===== config.mk =====
export PLATFORM = sky130hd
export DESIGN_NAME = vga_scene_ctrl
export DESIGN_NICKNAME = d
export VERILOG_FILES = /design/src/rtl/vga_scene_ctrl.sv
export SDC_FILE = /design/constraint.sdc
export NUM_CORES = 1
export LEC_CHECK = 0
export CORE_ASPECT_RATIO = 0.7
export CORE_MARGIN = 2
export CORE_UTILIZATION = 60
export DETAILED_ROUTE_END_ITERATION = 10
export PLACE_DENSITY = 0.84
export SLEW_MARGIN = 40
export SYNTH_ARGS = -nofsm -noshare
export SYNTH_HDL_FRONTEND = slang
export SYNTH_SLANG_ARGS = --single-unit
export TNS_END_PERCENT = 100

===== constraint.sdc =====
create_clock -name clk -period 4.3 [get_ports clk]
set_input_delay 1.075 -clock clk [delete_from_list [all_inputs] [get_ports clk]]
set_output_delay 1.075 -clock clk [all_outputs]
set_load 0.01 [all_outputs]

===== src/rtl/vga_scene_ctrl.sv =====
// Frame-synchronous scene sequencer: TITLE / PLAY / OVER (/ PAUSE).
// Optional PLAY<->PAUSE toggle is built only when SCENE_PAUSE_EN is defined.
module vga_scene_ctrl #(
    parameter int unsigned BLINK_FRAMES = 30,
    parameter int unsigned OVER_FRAMES  = 180
) (
    input  logic        clk,
    input  logic        clr,
    input  logic        frame_tick,
    input  logic        start_btn,
    input  logic        pause_btn,
    input  logic        game_over,
    output logic [1:0]  scene,
    output logic        scene_chg,
    output logic        blink,
    output logic [15:0] frame_cnt
);

    typedef enum logic [1:0] {
        S_TITLE = 2'd0,
        S_PLAY  = 2'd1,
        S_OVER  = 2'd2,
        S_PAUSE = 2'd3
    } scene_e;

    localparam logic [15:0] OVER_LOAD  = 16'(OVER_FRAMES - 1);
    localparam logic [7:0]  BLINK_LAST = 8'(BLINK_FRAMES - 1);

    scene_e      state_q;
    scene_e      state_d;
    logic [15:0] over_cnt_q;
    logic [15:0] over_cnt_d;
    logic [7:0]  blink_cnt_q;
    logic        blink_q;
    logic        chg;

    logic start_q;
    logic start_rise;
    logic pause_rise;
    logic pend_start;
    logic pend_over;
    logic pend_pause;

    assign start_rise = start_btn & ~start_q;

    // Edge detectors reset high so a button held through reset is not an event
    always_ff @(posedge clk) begin
        if (clr) begin
            start_q <= 1'b1;
        end else begin
            start_q <= start_btn;
        end
    end

`ifdef SCENE_PAUSE_EN
    logic pause_q;

    assign pause_rise = pause_btn & ~pause_q;

    always_ff @(posedge clk) begin
        if (clr) begin
            pause_q <= 1'b1;
        end else begin
            pause_q <= pause_btn;
        end
    end
`else
    logic unused_pause;

    assign unused_pause = pause_btn;
    assign pause_rise   = 1'b0;
`endif

    // Pending flags: accumulate within a frame, reload with the tick-cycle event
    always_ff @(posedge clk) begin
        if (clr) begin
            pend_start <= 1'b0;
            pend_over  <= 1'b0;
            pend_pause <= 1'b0;
        end else if (frame_tick) begin
            pend_start <= start_rise;
            pend_over  <= game_over;
            pend_pause <= pause_rise;
        end else begin
            pend_start <= pend_start | start_rise;
            pend_over  <= pend_over | game_over;
            pend_pause <= pend_pause | pause_rise;
        end
    end

    always_comb begin
        state_d    = state_q;
        over_cnt_d = over_cnt_q;
        if (frame_tick) begin
            unique case (state_q)
                S_TITLE: begin
                    if (pend_start) begin
                        state_d = S_PLAY;
                    end
                end
                S_PLAY: begin
                    if (pend_over) begin
                        state_d    = S_OVER;
                        over_cnt_d = OVER_LOAD;
                    end else if (pend_pause) begin
                        state_d = S_PAUSE;
                    end
                end
                S_OVER: begin
                    if (pend_start || over_cnt_q == 16'd0) begin
                        state_d = S_TITLE;
                    end else begin
                        over_cnt_d = over_cnt_q - 16'd1;
                    end
                end
                S_PAUSE: begin
`ifdef SCENE_PAUSE_EN
                    if (pend_over) begin
                        state_d    = S_OVER;
                        over_cnt_d = OVER_LOAD;
                    end else if (pend_pause) begin
                        state_d = S_PLAY;
                    end
`else
                    state_d = S_TITLE;
`endif
                end
                default: state_d = S_TITLE;
            endcase
        end
    end

    assign chg = (state_d != state_q);

    always_ff @(posedge clk) begin
        if (clr) begin
            state_q     <= S_TITLE;
            over_cnt_q  <= 16'd0;
            scene_chg   <= 1'b0;
            frame_cnt   <= 16'd0;
            blink_cnt_q <= 8'd0;
            blink_q     <= 1'b1;
        end else begin
            state_q    <= state_d;
            over_cnt_q <= over_cnt_d;
            scene_chg  <= chg;
            if (chg) begin
                frame_cnt   <= 16'd0;
                blink_cnt_q <= 8'd0;
                blink_q     <= 1'b1;
            end else if (frame_tick) begin
                if (frame_cnt != 16'hFFFF) begin
                    frame_cnt <= frame_cnt + 16'd1;
                end
                if (blink_cnt_q == BLINK_LAST) begin
                    blink_cnt_q <= 8'd0;
                    blink_q     <= ~blink_q;
                end else begin
                    blink_cnt_q <= blink_cnt_q + 8'd1;
                end
            end
        end
    end

    assign scene = state_q;
    assign blink = blink_q | (state_q == S_PLAY);

endmodule


# Yosys cells after proc, flatten, opt, wreduce, memory -nomap -nowiden
# Cells that the tools add are included.
[totals]
register_bits = 47
inputBits = 6
out_inout_bits = 20
elab_cells = 45
[classes]
add_sub_neg = 3
n_eq_ne = 8
muxes = 11
bitwise_logic = 6
reduce_logical = 8
[ops]
columns = ["op", "n"]
rows = [
  ["$mux 16", 2],
  ["$pmux 16 s2", 1],
  ["$add 16x1->16 const B", 1],
  ["$logic_not 16->1", 1],
  ["$ne 16x16->1 const B", 1],
  ["$sub 16x1->16 const B", 1],
  ["$add 8x1->8 const B", 1],
  ["$eq 8x5->1 const B", 1],
  ["$mux 2", 4],
  ["$mux 8", 1],
  ["$pmux 2 s4", 1],
  ["$eq 2x2->1 const B", 2],
  ["$ne 2x2->1 const B", 2],
  ["$reduce_and 2->1", 2],
  ["$reduce_and 4->1", 1],
  ["$or 1x1->1", 3],
  ["$eq 2x1->1 const B", 1],
  ["$logic_not 2->1", 1],
  ["$mux 1", 2],
  ["$ne 2x2->1", 1],
  ["$not 1->1", 2],
  ["$reduce_bool 2->1", 1],
  ["$reduce_or 2->1", 1],
  ["$and 1x1->1", 1],
  ["$logic_or 1x1->1", 1],
]

# Longest topological paths before layout
# Gate-level depths: netlist (run 1).
[depth]
word_depth = 7
mapped_depth = 8
depth_no_buf = 7

# Least setup slack after synthesis (run 1)
# No wires, ideal clock.
[synth_path]
kind = "input port to flip-flop"
start = "in frame_tick"
end = "reg over_cnt_q[3]"
setup_ns = 0.071
t_arrival_ns = 2.292
t_required_ns = 4.229
path_slack_ns = 1.937
stages = 6
n_path_buf = 1
cell_sequence = "buf_2 -> inv_1 -> nor4_2 -> a21oi_2 -> or3_1 -> a21oi_1"
[synth_between]
elab_chain_len = 1
[synth_lines]
columns = ["element", "line", "text"]
rows = [
  ["start: declaration", "9", "input logic frame_tick,"],
  ["$reduce_and 4->1 (no line)", "--", ""],
  ["end signal: assignment", "145", "over_cnt_q <= over_cnt_d;"],
  ["end: declaration", "31", "logic [15:0] over_cnt_q;"],
]
# Every way passes these cells.
# A chain may end at the register's enable or synchronous reset.

# Worst setup path in the final report (run 1)
[layout_path]
start = "reg state_q[0], in the netlist scene[0]"
end = "out blink"
[layout_between]
elab_chain_len = 2
[layout_lines]
columns = ["element", "line", "text"]
rows = [
  ["start: declaration", "29", "scene_e state_q;"],
  ["start signal: assignment", "144", "state_q <= state_d;"],
  ["$eq 2x1->1", "166", "assign blink = blink_q | (state_q == S_PLAY);"],
  ["$or 1x1->1", "166", ""],
  ["end: declaration", "15", "output logic blink,"],
]
# Every way passes these cells.

==> results_dict.tcl, run 1 <==
set metrics [dict create \
    status "completed" \
    worstSkewPairLatency_ps 290 \
    drv_cap 0 \
    syn-cell-area_um2 2330 \
    cts_buffers 5 \
    max_freq_ghz 0.343 \
    tightest_slew_ps 782 \
    power_frac_seq_pct 56.4 \
    path_cells "nand2b_1 -> nand2b_1 -> clkdlybuf4s50_1" \
    dpl.hpwl_um 3470 \
    wl_per_cell_um 14.1 \
    p_switching_w 0.000190 \
    fin_setup_tns_ps 0 \
    fin_crit_ps 2910 \
    comb_power_share_pct 7.3 \
    syn2layout_area_growth_pct 16.5 \
    finish.instance_area_um2 2720 \
    fin_nets 300 \
    cts_resized 0 \
    track_usage_pct 22.6 \
    yosysTopAreaCell "dfxtp_1" \
    root_buffer "clkbuf_8" \
    dieHeight_um 56.2 \
    htreeDepth 2 \
    drc 0 \
    synth_ff_type "dfxtp_1" \
    yosysMostFrequentCell "dfxtp_1" \
    startpoint_type "register" \
    cp_num_buf_inv 1 \
    final_max_slew_viol_count 0 \
    grt_antenna_before_repair 0 \
    p_sw_share_pct 23.6 \
    io_buffers 24 \
    row_count 18 \
    synth.avg_cell_area_um2 8.76 \
    grt_pass1_vias 1737 \
    synth_cell_types 51 \
    final_core_util_pct 74.9 \
    cts.clk_slew.worst_paths_ps 80 \
    cp.arrival_ps 1840 \
    wl_um 4820 \
    ys_top_cells_by_count "47 x dfxtp_1, 39 x nor2_1, 16 x xor2_1" \
    crit_type "reg -> out" \
    place.gp.congestion 0.856 \
    postCtsHoldBufs 0 \
    synth_area_leaders "dfxtp_1 40%, nor2_1 6.3%, xor2_1 6.0%" \
    slowest_delay_ps 580 \
    vias_per_cell 5.90 \
    cp_top_family "flip-flops" \
    syn_nets 276 \
    placed_cell_area_um2 2600 \
    yosysSeqAreaShare_pct 40.4 \
    async_reset_ff_share_pct 0 \
    slowest_stage "dfxtp_1" \
    routed.top_layer "met4" \
    start_util_pct 64.3 \
    max_slew_margin_pct 47.9 \
    drive_gt1_share_pct 6.87 \
    synth_edf_count 0 \
    wl_met1_um 2440 \
    n_fill_cell 278 \
    vias 2011 \
    p_per_area_nw_per_um2 296 \
    rsz0062_at_grt "no" \
    final_antenna_net_count 0 \
    antennaDiodeCount 0 \
    skew_ps 10.3 \
    worstPathRequired_ps 3220 \
    synth-seq-cells 47 \
    yosysWarnings 0 \
    p_int_w 0.000614 \
    grt.overflow.total 0 \
    max-clock-path-buffers 2 \
    wl_met2_um 2070 \
    cts_tree "built" \
    die_x_um 78.5 \
    grt_max_degree 26 \
    synthCells 266 \
    finalSetupViolations 0 \
    hold_violations 0 \
    ios 26 \
    coreArea_um2 3630 \
    vdd_drop_max_mv 0.232 \
    hold_class "reg -> reg" \
    cts_setup_buffers 0 \
    yosysTopAreaCellShare_pct 40.4 \
    p_leak_nw 0.956 \
    cts.sink_count 47 \
    detail_route.first_pass.iterations 5 \
    die_area_um2 4410 \
    end_kind "primary output" \
    fin_crit_sh_pct 67.8 \
    grt_pass1_wl_um 8020 \
    clkPwrFrac_pct 36.3 \
    wl_met3_um 270 \
    cp_common_cell "nand2b_1" \
    critPathMaxFanout 13 \
    drt_first_iter_violations 110 \
]
-- logic make-up after synthesis --
logic type / Yosys count / share of synthesized area (%)
adders and majority gates: 4 / 2.15
buffers and inverters: 16 / 2.90
xor gates and xnor gates: 28 / 10.5
AOI/OAI and AO/OA: 50 / 14.4
muxes: 1 / 0.429
DFF: 47 / 40.4
and+or+nand+nor: 120 / 29.2
-- power by group through the flow --
stage                     Combinational [W]  Sequential (W)  Clock, W
after floorplan                   0.0000407        0.000462         0
after global placement            0.0000562        0.000463         0
after detailed placement          0.0000579        0.000463         0
after CTS                         0.0000586        0.000453  0.000297
after global routing              0.0000652        0.000455  0.000319
final                             0.0000590        0.000453  0.000291
-- layout make-up --
class | instances | area (um2) | share of cell area, %
clock buffer | 7 | 96.3 | 3.55
clock inverter | 1 | 7.51 | 0.276
inverter | 8 | 30.0 | 1.11
multi-input combinational | 203 | 1330 | 49.0
sequential | 47 | 941 | 34.6
tap | 50 | 62.6 | 2.30
timing repair buffer | 25 | 248 | 9.12
-- state kept, by name (all words and copies together) (netlist names) --
register	cells
scene	2
over_cnt_q	16
frame_cnt	16
blink_q	1
scene_chg	1
pend_over	1
pend_start	1
blink_cnt_q	8
start_q	1
-- worst register-to-register path, stage by stage, from the launching register on --
cell and delay [ps]:
dfxtp_1 350, inv_1 70, ha_1 170, nor3b_2 410, nand4_1 270, o21ai_1 220, a21o_1 660, a2111oi_0 170
-- metal layers --
layer  GRT usage (%)  vias to the layer above
met5               0                        -
met4            4.76                        0
met3            5.03                        6
met2            32.2                       52
met1            34.5                      942
li1                -                     1011
-- cells in the final DEF, fill, tap and decap left out, drive strengths merged, types with 2 or more instances in the layout --
master,count
dfxtp,47
nor2,39
clkdlybuf4s50,24
xor2,16
a21oi,15
nand2,13
xnor2,12
nor3,12
nand4,11
o21ai,9
inv,8
clkbuf,7
or3,7
nor4,6
nand2b,5
a211oi,5
o211ai,5
and4,5
nand3,5
ha,4
and3,3
o2111ai,3
a21o,3
or2,2
or4,2
a311oi,2
nor4b,2
nor3b,2
a2111oi,2
-- path summary, 6_finish.rpt --
kind | depth (start not counted) | endpoint | start | slack [ps]
max | 3 | blink | scene[0] | 1390
min | 1 | over_cnt_q[5] | over_cnt_q[5] | 520
max reg2reg | 7 | blink_cnt_q[1] | over_cnt_q[0] | 1830
min reg2reg | 1 | over_cnt_q[5] | over_cnt_q[5] | 520
-- through the flow --
stage	power (W)	cells	hold slack [ps]	setup WS, ps
3_3_place_gp	0.000519	333	472	1230
2_1_floorplan	0.000502	266	461	1940
4_1_cts	0.000809	341	513	1390
5_1_grt	0.000839	341	542	1270
6_report	0.000804	341	515	1390
3_5_place_dp	0.000521	333	486	1180
Power figures use the tool's default switching activity.
==> inputs of run 2 (changes only) <==
Settings changed: CORE_UTILIZATION 60 to 50, PLACE_DENSITY 0.84 to 0.75.
Clock period 4.3 ns to 2.6 ns, I/O delays scaled along.
==> run 2 against run 1 <==
  * Non-clock buffer count grew 8
  * Via count increased by 1.6%
  * Global-route usage is 0.88 points lower
  * Highest routed layer unchanged
  * Largest cell class unchanged
  * Critical path depth unchanged
  * Sequential share of layout area is 1.0 points lower
  * Count of clock-buffer cells in the layout fell by 1
==> results_dict.tcl, run 2 (synthesis gave the netlist of run 1 again) <==
set metrics [dict create \
    die_x_um 85.6 \
    grt_antenna_before_repair 0 \
    start_util_pct 52.9 \
    cts_resized 0 \
    p_int_w 0.00109 \
    cts_buffers 5 \
    drt_first_iter_violations 166 \
    vias_per_cell 5.77 \
    p_per_area_nw_per_um2 506 \
    max-clock-path-buffers 2 \
    vias 2044 \
    r2r_end "frame_cnt[10]" \
    cts.sink_count 47 \
    power_frac_seq_pct 53.0 \
    layout_common_cells "47 x dfxtp_1, 39 x nor2_1, 24 x clkdlybuf4s50_1" \
    htreeDepth 2 \
    drv_cap 0 \
    hold_path.startpoint "blink_q" \
    detail_route.first_pass.iterations 4 \
    grt_max_degree 15 \
    dpl.hpwl_um 3700 \
    fin_crit_sh_pct 90.5 \
    comb_power_share_pct 7.7 \
    grt_pass1_vias 1823 \
    final_max_slew_viol_count 0 \
    vdd_drop_max_mv 0.305 \
    max_freq_ghz 0.425 \
    endpoint "blink" \
    io_buffers 24 \
    whs_ps 512 \
    coreArea_um2 4400 \
    grt.overflow.total 0 \
    hold_class "reg -> reg" \
    fin_nets 308 \
    setup_slack_ps 246 \
    final_core_util_pct 63.6 \
    end_kind "primary output" \
    cts_tree "built" \
    ios 26 \
    max_slew_margin_pct 65.3 \
    syn2layout_area_growth_pct 20.1 \
    finalSetupViolations 0 \
    critPathMaxFanout 13 \
    r2r-start "over_cnt_q[0]" \
    status "completed" \
    slowest_delay_ps 590 \
    p_sw_share_pct 22.8 \
    drive_gt1_share_pct 9.36 \
    p_leak_nw 1.01 \
    clkPwrFrac_pct 39.4 \
    dieHeight_um 61.1 \
    wl_um 5190 \
    crit_type "reg -> out" \
    skew_ps 2.94 \
    grt_use_met1_pct 32.5 \
    final_antenna_net_count 0 \
    startpoint_type "register" \
    final_common_cell "dfxtp_1" \
    crit_start "scene[0]" \
    antennaDiodeCount 0 \
    root_buffer "clkbuf_8" \
    total_power_w 0.00142 \
    grt_pass1_wl_um 8890 \
    postCtsHoldBufs 0 \
    drc 0 \
    hold_violations 0 \
    cts_setup_buffers 0 \
    cts.clk_slew.worst_paths_ps 90 \
    worstPathRequired_ps 1950 \
    track_usage_pct 21.7 \
    die_area_um2 5230 \
    p_switching_w 0.000323 \
    grtUsageMet3_pct 4.96 \
    gr-usage-met2_pct 31.3 \
    grt_busiest_layer "met1" \
    fin_setup_tns_ps 0 \
    r2r_cells 8 \
    fin_crit_ps 2350 \
    cp.arrival_ps 1700 \
    wl_per_cell_um 14.7 \
    post-place-ws_ps 57.9 \
    cp_common_cell "nand2b_1" \
    path_cells "nand2b_1 -> nand2b_1 -> clkdlybuf4s50_1" \
    rsz0062_at_grt "no" \
    worstSkewPairLatency_ps 300 \
    slowest_stage "dfxtp_1" \
    place.gp.congestion 0.829 \
    row_count 20 \
    tightest_slew_ps 516 \
    r2r_setup_slack_ps 460 \
    largestRegisters "frame_cnt x16, over_cnt_q x16, blink_cnt_q x8" \
]
==> run 2: cell count changes in the layout (fill, tap and decap cells not counted), sizes merged <==
cell / before / now
buf: 1 / 9
bufinv: 0 / 1
clkbuf: 7 / 6
clkinv: 0 / 1
clkinvlp: 1 / 0
==> run 2: power groups by stage <==
| stage | logic [W] | clock network, W | registers (W) |
|---|---|---|---|
| 2_1_floorplan | 0.0000673 | 0 | 0.000764 |
| 3_3_place_gp | 0.000106 | 0 | 0.000766 |
| 3_5_place_dp | 0.000108 | 0 | 0.000767 |
| 4_1_cts | 0.000108 | 0.000572 | 0.000750 |
| 5_1_grt | 0.000121 | 0.000606 | 0.000753 |
| 6_report | 0.000109 | 0.000558 | 0.000751 |
==> run 2: metal layers <==
metal	vias to the layer above	share of wire [%]
met5	-	0
met4	0	0.96
met3	4	5.4
met2	61	41
met1	948	53
li1	1031	-
==> run 2: cell type report <==
cell class | count | area (um2)
clock inverters | 2 | 35.0
repair buffers | 33 | 320
well taps | 55 | 68.8
clock buffers | 6 | 82.6
flip-flops and latches | 47 | 941
multi-input cells | 203 | 1320
fillers | 382 | 1600
inverters | 8 | 30.0
==> run 2: metrics by stage <==
step / area, um2 / std cells
after global routing: 2800 / 354
after floorplan: 2330 / 266
after CTS: 2800 / 354
after global placement: 2680 / 346
after detailed placement: 2680 / 346
final: 2800 / 354
==> run 2: worst min-delay path by stage <==
stage,cells after the start,endpoint
floorplan,2,blink_q
global placement,3,pend_start
detailed placement,2,blink_q
CTS,2,blink_q
global route,2,blink_q
finish,2,blink_q
==> run 2: critical path, delay by kind of cell, from the launching register on <==
kind / cells / cell delay [ps]
simple gates: 2 / 280
buf+inv: 1 / 530
flops: 1 / 590
==> inputs of run 3 (changes only) <==
Settings changed: CORE_ASPECT_RATIO 0.7 to 0.8.
==> run 3 against run 2 <==
  * Routed wire length shrank 8.1%
  * Sequential cell count did not move
  * Non-clock buffer count down 2
  * Largest power group unchanged
==> results_dict.tcl, run 3 (synthesis gave the netlist of run 1 again) <==
set metrics [dict create \
    max_slew_margin_pct 64.9 \
    skew_ps 6.73 \
    startpoint_type "register" \
    p_per_area_nw_per_um2 470 \
    crit_type "reg -> out" \
    drive_gt1_share_pct 8.42 \
    cts_resized 0 \
    end_kind "primary output" \
    io_buffers 24 \
    largestRegisters "frame_cnt x16, over_cnt_q x16, blink_cnt_q x8" \
    drc 0 \
    postCtsHoldBufs 0 \
    vias 1993 \
    worstPathRequired_ps 1950 \
    dieHeight_um 65.1 \
    vdd_drop_max_mv 0.252 \
    grt_antenna_before_repair 0 \
    cts_buffers 5 \
    finish.instance_area_um2 2750 \
    cts.sink_count 47 \
    grt_max_degree 19 \
    layout_common_cells "47 x dfxtp_1, 39 x nor2_1, 24 x clkdlybuf4s50_1" \
    root_buffer "clkbuf_8" \
    detail_route.first_pass.iterations 4 \
    p_leak_nw 0.976 \
    grt_pass1_wl_um 8180 \
    hold_violations 0 \
    hold_class "reg -> reg" \
    vias_per_cell 5.58 \
    critPathMaxFanout 13 \
    wl_per_cell_um 13.4 \
    fin_crit_sh_pct 96.1 \
    place.gp.congestion 0.794 \
    final_antenna_net_count 0 \
    htreeDepth 2 \
    wl_um 4770 \
    fin_crit_ps 2500 \
    fin_nets 306 \
    drv_cap 0 \
    status "completed" \
    final_max_slew_viol_count 0 \
    final_common_cell "dfxtp_1" \
    die_area_um2 5230 \
    placed_cell_area_um2 2660 \
    grt_pass1_vias 1805 \
    cts.clk_slew.worst_paths_ps 80 \
    coreArea_um2 4540 \
    cts_setup_buffers 0 \
    ios 26 \
    tightest_slew_ps 522 \
    start_util_pct 51.3 \
    cts_tree "built" \
    cp.arrival_ps 1850 \
    track_usage_pct 19.7 \
    dpl.hpwl_um 3450 \
    row_count 22 \
    syn2layout_area_growth_pct 17.8 \
    antennaDiodeCount 0 \
    max_freq_ghz 0.400 \
    finalSetupViolations 0 \
    max-clock-path-buffers 2 \
    rsz0062_at_grt "no" \
    drt_first_iter_violations 95 \
    die_x_um 80.3 \
    worstSkewPairLatency_ps 310 \
    grt.overflow.total 0 \
    fin_setup_tns_ps 0 \
]
## run 3: changes by cell type in the layout (fill, tap and decap cells not counted)
cell        previous run  this run
buf_12                 1         0
buf_4                  8         7
bufinv_16              1         0
clkbuf_1               0         1
clkbuf_8               6         5
clkinvlp_4             0         1
## run 3: path summary, 6_finish.rpt
path,start,end,slack (ps),cells after the start
worst min-delay path,blink_q,blink_q,510,2
worst max register to register,over_cnt_q[0],frame_cnt[12],450,8
worst min register to register,blink_q,blink_q,510,2
worst max-delay path,scene[0],blink,100,3
## run 3: layer usage
| metal | wire length, um | part of all wire (%) | track usage [%] |
|---|---|---|---|
| met1 | 2520 | 53 | 27.7 |
| met2 | 2040 | 43 | 30.0 |
| met3 | 174 | 3.6 | 3.76 |
| met4 | 44 | 0.92 | 7.20 |
| met5 | 0 | 0 | 0 |
## run 3: where the power goes
part	total, W	switching [W]	leakage (nW)	internal (W)
Combinational	0.000102	0.0000556	0.555	0.0000464
Sequential	0.000749	0.0000173	0.380	0.000732
Clock	0.000438	0.000250	0.0412	0.000188
Total	0.00129	0.000323	0.976	0.000967
## run 3: critical path, cell delays in order (launching register included)
cell and delay [ps]:
dfxtp_1 590, nand2b_1 280, nand2b_1 140, clkdlybuf4s50_1 540
## run 3: layout make-up
| cell class | instances | area, um2 |
|---|---|---|
| clock buffer | 6 | 72.6 |
| clock inverter | 2 | 12.5 |
| fill | 407 | 1800 |
| inverter | 8 | 30.0 |
| multi-input combinational | 203 | 1320 |
| sequential | 47 | 941 |
| tap | 60 | 75.1 |
| timing repair buffer | 31 | 293 |
## run 3: stage by stage
step	utilization [%]	hold slack, ps	setup slack (ps)	power, W	cells
2_1_floorplan	-	461	662	0.000831	266
3_3_place_gp	58.6	482	231	0.000865	349
3_5_place_dp	58.6	487	150	0.000868	349
4_1_cts	60.5	514	101	0.00130	357
5_1_grt	60.5	531	37.5	0.00134	357
6_report	60.5	514	102	0.00129	357
